**src/rtl/seq_pkg.sv**
```systemverilog
// Shared types and constants for the seq_control command sequencer.
package seq_pkg;

  typedef enum logic [2:0] {
    ST_IDLE  = 3'd0,
    ST_LOAD  = 3'd1,
    ST_SHIFT = 3'd2,
    ST_READ  = 3'd3,
    ST_ERROR = 3'd4
  } state_t;

  typedef enum logic [1:0] {
    TX_IDLE      = 2'd0,
    TX_WAIT_RISE = 2'd1,
    TX_WAIT_FALL = 2'd2
  } tx_phase_t;

  localparam logic [1:0] ERR_NONE     = 2'b00;
  localparam logic [1:0] ERR_OVERFLOW = 2'b01;
  localparam logic [1:0] ERR_TIMEOUT  = 2'b10;
  localparam logic [1:0] ERR_FULL     = 2'b11;

  localparam logic [7:0] DEF_CMD_LOAD  = 8'hFF;
  localparam logic [7:0] DEF_CMD_SHIFT = 8'h7F;
  localparam logic [7:0] DEF_CMD_READ  = 8'h7E;
  localparam logic [7:0] DEF_CMD_END   = 8'hFE;
  localparam logic [7:0] DEF_CMD_CLR   = 8'h00;

endpackage

```
**src/rtl/seq_watchdog.sv**
```systemverilog
// Loadable down-counter; expired is high once LIMIT enabled cycles have elapsed since the last load.
module seq_watchdog #(
  parameter int unsigned LIMIT = 1000000
) (
  input  logic clk_100,
  input  logic Reset,
  input  logic load,
  input  logic en,
  output logic expired
);

  localparam int W = $clog2(LIMIT + 1);
  localparam logic [W-1:0] RELOAD = W'(LIMIT - 1);

  logic [W-1:0] count_reg;

  always_ff @(posedge clk_100) begin
    if (Reset) begin
      count_reg <= '0;
    end else if (load) begin
      count_reg <= RELOAD;
    end else if (en && count_reg != '0) begin
      count_reg <= count_reg - W'(1);
    end
  end

  assign expired = (count_reg == '0);

endmodule

```
**src/rtl/seq_control.sv**
```systemverilog
// UART-driven sequencer: LOAD bytes into FIFO1, SHIFT them into FIFO2, READ them out to the UART.
// Define SEQ_TIMEOUT_EN to add an idle-cycle watchdog on LOAD (err_code 10).
module seq_control
  import seq_pkg::*;
#(
  parameter logic [7:0]  CMD_LOAD    = DEF_CMD_LOAD,
  parameter logic [7:0]  CMD_SHIFT   = DEF_CMD_SHIFT,
  parameter logic [7:0]  CMD_READ    = DEF_CMD_READ,
  parameter logic [7:0]  CMD_END     = DEF_CMD_END,
  parameter logic [7:0]  CMD_CLR     = DEF_CMD_CLR,
  parameter int unsigned MAX_BYTES   = 256,
  parameter int unsigned TIMEOUT_CYC = 1000000
) (
  input  logic        clk_100,
  input  logic        Reset,
  input  logic [7:0]  rx_byte,
  input  logic        rx_ready,
  input  logic        auto_mode,
  output logic        load_wr_en,
  input  logic        load_wr_ack,
  input  logic        load_full,
  input  logic        load_empty,
  output logic        shift_rd_en,
  output logic        cap_wr_en,
  input  logic        cap_empty,
  output logic        cap_rd_en,
  input  logic        cap_rd_ack,
  input  logic        tx_busy,
  output logic        tx_en,
  output logic [15:0] load_count,
  output logic [2:0]  state_o,
  output logic        err,
  output logic [1:0]  err_code
);

  localparam logic [15:0] MAX_COUNT = 16'(MAX_BYTES);

  state_t      state_reg;
  tx_phase_t   tx_phase_reg;
  logic        load_wr_en_reg, wr_second_reg, hold_valid_reg, end_pending_reg;
  logic        shift_rd_en_reg, cap_wr_en_reg, cap_rd_en_reg, tx_en_reg, rd_pending_reg;
  logic [15:0] load_count_reg;
  logic        err_reg;
  logic [1:0]  err_code_reg;

  logic       rx_data, rx_end, timeout_hit;
  logic [1:0] load_err;

  assign rx_data = rx_ready && (rx_byte != CMD_END);
  assign rx_end  = rx_ready && (rx_byte == CMD_END);

`ifdef SEQ_TIMEOUT_EN
  logic wd_load;
  assign wd_load = rx_ready && ((state_reg == ST_LOAD) ||
                                (state_reg == ST_IDLE && rx_byte == CMD_LOAD));
  seq_watchdog #(.LIMIT(TIMEOUT_CYC)) u_watchdog (
    .clk_100 (clk_100),
    .Reset   (Reset),
    .load    (wd_load),
    .en      (state_reg == ST_LOAD),
    .expired (timeout_hit)
  );
`else
  assign timeout_hit = 1'b0;
`endif

  // A byte is dropped if the count is exhausted or the holding register is already occupied.
  always_comb begin
    load_err = ERR_NONE;
    if (rx_data && (load_count_reg == MAX_COUNT || hold_valid_reg)) load_err = ERR_OVERFLOW;
    else if (rx_data && load_full) load_err = ERR_FULL;
    else if (timeout_hit) load_err = ERR_TIMEOUT;
  end

  always_ff @(posedge clk_100) begin
    if (Reset) begin
      state_reg       <= ST_IDLE;
      tx_phase_reg    <= TX_IDLE;
      load_wr_en_reg  <= 1'b0;
      wr_second_reg   <= 1'b0;
      hold_valid_reg  <= 1'b0;
      end_pending_reg <= 1'b0;
      shift_rd_en_reg <= 1'b0;
      cap_wr_en_reg   <= 1'b0;
      cap_rd_en_reg   <= 1'b0;
      tx_en_reg       <= 1'b0;
      rd_pending_reg  <= 1'b0;
      load_count_reg  <= '0;
      err_reg         <= 1'b0;
      err_code_reg    <= ERR_NONE;
    end else begin
      shift_rd_en_reg <= 1'b0;
      cap_wr_en_reg   <= 1'b0;
      cap_rd_en_reg   <= 1'b0;
      tx_en_reg       <= 1'b0;
      case (state_reg)
        ST_IDLE: begin
          if (rx_ready) begin
            if (rx_byte == CMD_LOAD) begin
              state_reg      <= ST_LOAD;
              load_count_reg <= '0;
            end else if (rx_byte == CMD_SHIFT) begin
              state_reg <= ST_SHIFT;
            end else if (rx_byte == CMD_READ) begin
              state_reg <= ST_READ;
            end
          end
        end
        ST_LOAD: begin
          if (load_err != ERR_NONE) begin
            state_reg       <= ST_ERROR;
            err_reg         <= 1'b1;
            err_code_reg    <= load_err;
            load_wr_en_reg  <= 1'b0;
            wr_second_reg   <= 1'b0;
            hold_valid_reg  <= 1'b0;
            end_pending_reg <= 1'b0;
          end else begin
            // Write strobe ends on ack or after its second cycle; a held byte follows after a gap.
            if (load_wr_en_reg) begin
              if (load_wr_ack || wr_second_reg) begin
                load_wr_en_reg <= 1'b0;
                wr_second_reg  <= 1'b0;
              end else begin
                wr_second_reg <= 1'b1;
              end
            end else if (hold_valid_reg) begin
              load_wr_en_reg <= 1'b1;
              hold_valid_reg <= 1'b0;
            end
            if (rx_data) begin
              load_count_reg <= load_count_reg + 16'd1;
              if (load_wr_en_reg) hold_valid_reg <= 1'b1;
              else                load_wr_en_reg <= 1'b1;
            end
            // CMD_END waits for any outstanding write before leaving.
            if ((rx_end || end_pending_reg) && !load_wr_en_reg && !hold_valid_reg) begin
              end_pending_reg <= 1'b0;
              state_reg       <= auto_mode ? ST_SHIFT : ST_IDLE;
            end else if (rx_end) begin
              end_pending_reg <= 1'b1;
            end
          end
        end
        ST_SHIFT: begin
          shift_rd_en_reg <= !load_empty;
          cap_wr_en_reg   <= shift_rd_en_reg;
          if (load_empty && !shift_rd_en_reg) state_reg <= auto_mode ? ST_READ : ST_IDLE;
        end
        ST_READ: begin
          if (rd_pending_reg) begin
            if (cap_rd_ack) begin
              tx_en_reg      <= 1'b1;
              rd_pending_reg <= 1'b0;
              tx_phase_reg   <= TX_WAIT_RISE;
            end
          end else if (tx_phase_reg == TX_WAIT_RISE) begin
            if (tx_busy) tx_phase_reg <= TX_WAIT_FALL;
          end else if (tx_phase_reg == TX_WAIT_FALL) begin
            if (!tx_busy) tx_phase_reg <= TX_IDLE;
          end else if (!tx_busy) begin
            if (!cap_empty) begin
              cap_rd_en_reg  <= 1'b1;
              rd_pending_reg <= 1'b1;
            end else begin
              state_reg <= ST_IDLE;
            end
          end
        end
        ST_ERROR: begin
          if (rx_ready && rx_byte == CMD_CLR) begin
            state_reg    <= ST_IDLE;
            err_reg      <= 1'b0;
            err_code_reg <= ERR_NONE;
          end
        end
        default: state_reg <= ST_IDLE;
      endcase
    end
  end

  assign load_wr_en  = load_wr_en_reg;
  assign shift_rd_en = shift_rd_en_reg;
  assign cap_wr_en   = cap_wr_en_reg;
  assign cap_rd_en   = cap_rd_en_reg;
  assign tx_en       = tx_en_reg;
  assign load_count  = load_count_reg;
  assign state_o     = state_reg;
  assign err         = err_reg;
  assign err_code    = err_code_reg;

endmodule

```
**config.mk**
```make
export PLATFORM = sky130hd
export DESIGN_NAME = seq_control
export DESIGN_NICKNAME = d
export VERILOG_FILES = /design/src/rtl/seq_pkg.sv /design/src/rtl/seq_watchdog.sv /design/src/rtl/seq_control.sv
export SDC_FILE = /design/constraint.sdc
export NUM_CORES = 1
export LEC_CHECK = 0
export BUFFER_PORTS_ARGS = -buffer_cell sky130_fd_sc_hd__buf_2
export CAP_MARGIN = 20
export CORE_MARGIN = 2
export CORE_UTILIZATION = 50
export CTS_CLUSTER_DIAMETER = 40
export DETAILED_ROUTE_END_ITERATION = 16
export GPL_ROUTABILITY_DRIVEN = 0
export PLACE_DENSITY_LB_ADDON = 0.15
export SETUP_SLACK_MARGIN = 0.4
export SLEW_MARGIN = 20
export SYNTH_ARGS = -nofsm -noshare
export SYNTH_HDL_FRONTEND = slang
export SYNTH_SLANG_ARGS = --single-unit
```
**constraint.sdc**
```tcl
create_clock -name clk_100 -period 2.7 [get_ports clk_100]
set_input_delay 0.81 -clock clk_100 [delete_from_list [all_inputs] [get_ports clk_100]]
set_output_delay 0.81 -clock clk_100 [all_outputs]
set_load 0.02 [all_outputs]
```
==> summary.txt <==
PortBufs - 44
Routed Antenna Nets - 0
Reg2reg start - load_count[0]$_SDFFE_PP0P_
Vias in the first global route - 1985
Met3 GRT Util - 0.0411
Fillcell total - 328
Tightest Pin Transition - 537 ps
CP startpoint kind - input pin
Cell variety after synth - 52
Max H-tree Level - 2
Global Route met1 Usage - 0.299
Slew Limit Fails - 0
Reg area - 663 um2
Share of post-route cells with drive strength above 1 - 0.285
Global Route Usage Sum - 0.252
Final net count - 303
Drt wl/cell - 15.2 um
EDFF count, synth - 0
Met2 GRT Util - 0.428
Asr flop ratio synth - 0
Clock sinks - 33
Hold Path Stages - 2
Slew HR - 0.639
Die ar. - 4320 um2
Crit Reg-Reg Endpoint - state_o[0]$_SDFFE_PP0P_
Largest net degree at the start of global routing - 18
CTS Root Cell - clkbuf_8
Critical Path Sink - state_o[0]$_SDFFE_PP0P_
I/O Pins - 45
Final min period - 2260 ps
Synth Cell Area - 1900 um2
Chip Height - 65.7 um
Final-report hold violation count - 0
Worst Setup End Kind - flip-flop
Number of synthesis warnings - 0
Antenna diodes - 0
VDD IR max - 0.398 mV
PD cells - 560 nW/um2
First-pass DRT Iterations - 4
Critical path class - in -> reg
Clock skew - 4.55 ps
TritonCTS Buffers - 5
CTS Buffer Depth - 2
HP Class - reg -> reg
Seq/Total Area, Yosys - 0.347
Ys flop type - dfxtp_1
Fin crit share - 0.837
Number of DRC markers in iteration 0 - 194
CTS tree - built
Placeable Area - 3660 um2
Initial antenna violation count - 0
Syn_nets - 254
Drt drc - 0
Clk_lat worst skew - 280 ps
Via Count - 2067
Clock slew at reported path FFs - 70 ps
Overflow after GRT - 0
Initial Util - 0.520
Die X - 65.7 um
First-pass GRT wire length - 8530 um
Largest register FFs - 16
Reg2Reg Depth - 8
DR vias/cell - 6.23
Setup-failing EPs final - 0
Synth Instances - 234
Drt total wl - 5050 um
GRT busiest layer - met2
Critical path origin - rx_byte[2]
Synth Register Bits - 33
Area grow syn2layout - 23.0%
CP arrival - 2430 ps
Run status - finished, final reports clean
Critical Path RT - 2870 ps
Unrepaired setup endpoints after global routing - yes
Max cap viols - 0
Hold-fix buffers at CTS - 0
Crit-path max FO - 2
Setup TNS - 0 ps
Final core utilization - 0.640
Hold WS - 464 ps
# rows - 22
Max Clk Rate - 442 MHz
HPWL after detailed placement - 3390 um
Leak pwr - 0.000880 uW
Multi-input gate area - 1200 um2
Syn Area/Cell - 8.14 um2
R2r setup slk - 440 ps
report_power, final:
part / internal (uW) / total (uW) / switching, uW
clock network: 230 / 411 / 181
logic: 129 / 339 / 211
registers: 515 / 560 / 45.1
total: 874 / 1310 / 436
cell usage in the layout (no fill, tap or decap), types with 3 or more instances in the layout:
cell type	netlist	final
o31a_1	3	3
clkbuf_8	0	7
buf_2	2	44
o21ai_0	15	14
nand4_1	6	6
o31ai_1	10	9
and3_1	4	4
or4_1	10	9
nand2_1	21	20
nor2_1	13	13
inv_1	8	8
a211oi_1	3	3
a21oi_1	18	18
nor4_1	7	7
buf_4	1	9
nor3_1	9	9
nand3_1	13	12
dfxtp_1	33	31
or3_1	3	3
and2_1	4	4
cell families after synthesis:
group,after synthesis,synth area share
adders and majority gates,2,0.0131
DFF,33,0.347
xor gates and xnor gates,1,0.00460
AOI/OAI and AO/OA,69,0.255
and+or+nand+nor,106,0.317
buffers and inverters,20,0.0467
muxes,3,0.0164
synth_stat cells, types with 2 or more instances:
| cell type | number | area [um2] |
|---|---|---|
| clkbuf_1 | 8 | 30.0 |
| mux2i_1 | 2 | 20.0 |
| and3_1 | 4 | 25.0 |
| o31a_1 | 3 | 26.3 |
| o31ai_2 | 2 | 25.0 |
| nor4_1 | 7 | 43.8 |
| or3_1 | 3 | 18.8 |
| nand2b_1 | 2 | 12.5 |
| nand4_1 | 6 | 37.5 |
| a211oi_1 | 3 | 22.5 |
| nand4b_1 | 2 | 17.5 |
| o21a_1 | 2 | 15.0 |
| o31ai_1 | 10 | 75.1 |
| dfxtp_1 | 33 | 661 |
| inv_1 | 8 | 30.0 |
| and4_1 | 2 | 17.5 |
| ha_1 | 2 | 25.0 |
| a21oi_1 | 18 | 90.1 |
| nand2_1 | 21 | 78.8 |
| buf_2 | 2 | 10.0 |
| nor4b_1 | 2 | 17.5 |
| nor3b_1 | 2 | 15.0 |
| or4_1 | 10 | 75.1 |
| nand3_1 | 13 | 65.1 |
| o21ai_0 | 15 | 75.1 |
| or2_2 | 2 | 12.5 |
| nor3_1 | 9 | 45.0 |
| a31oi_1 | 2 | 12.5 |
| and2_1 | 4 | 25.0 |
| nor2_1 | 13 | 48.8 |
routing by layer:
metal / wire, um / vias to the layer above
met1: 2200 / 955
met3: 297 / 19
met2: 2400 / 85
met5: 0 / -
met4: 153 / 0
li1: - / 1008
how the worst min path moves through the flow:
stage / from / end / slack [ps]
after floorplan: end_pending_reg$_SDFFE_PP0P_ / end_pending_reg$_SDFFE_PP0P_ / 450
after global placement: err$_SDFFE_PP0P_ / err$_SDFFE_PP0P_ / 450
after detailed placement: err$_SDFFE_PP0P_ / err$_SDFFE_PP0P_ / 450
after CTS: err$_SDFFE_PP0P_ / err$_SDFFE_PP0P_ / 460
after global routing: err_code[0]$_SDFFE_PP0P_ / err_code[0]$_SDFFE_PP0P_ / 490
final: err$_SDFFE_PP0P_ / err$_SDFFE_PP0P_ / 460
stage by stage:
| step | power (uW) | instances | setup WS (ps) | instance area, um2 |
|---|---|---|---|---|
| floorplan | 787 | 234 | 345 | 1930 |
| global placement | 866 | 318 | 172 | 2180 |
| detailed placement | 871 | 318 | 144 | 2180 |
| CTS | 1300 | 331 | 406 | 2320 |
| global route | 1370 | 332 | 385 | 2340 |
| finish | 1310 | 332 | 439 | 2340 |
timing repair:
action                     4_1_cts  5_1_grt
gates cloned                     1        0
pin swaps                        2        1
buffers inserted                 4        1
setup endpoints to repair        7       11
gates resized for setup          3        6
final cells by class:
class	instances	area share
Clock inverter	1	0.00214
Inverter	8	0.0128
Sequential cell	33	0.283
Timing Repair Buffer	53	0.123
Clock buffer	7	0.0411
Multi-Input combinational cell	182	0.512
Tap cell	48	0.0256
critical path, stage by stage:
cell and delay (ps):
buf_2 120, or4_4 550, o31ai_4 220, o31ai_2 110, a211oi_2 300, mux2_4 320
No activity file was read; power rests on OpenSTA's default activity.
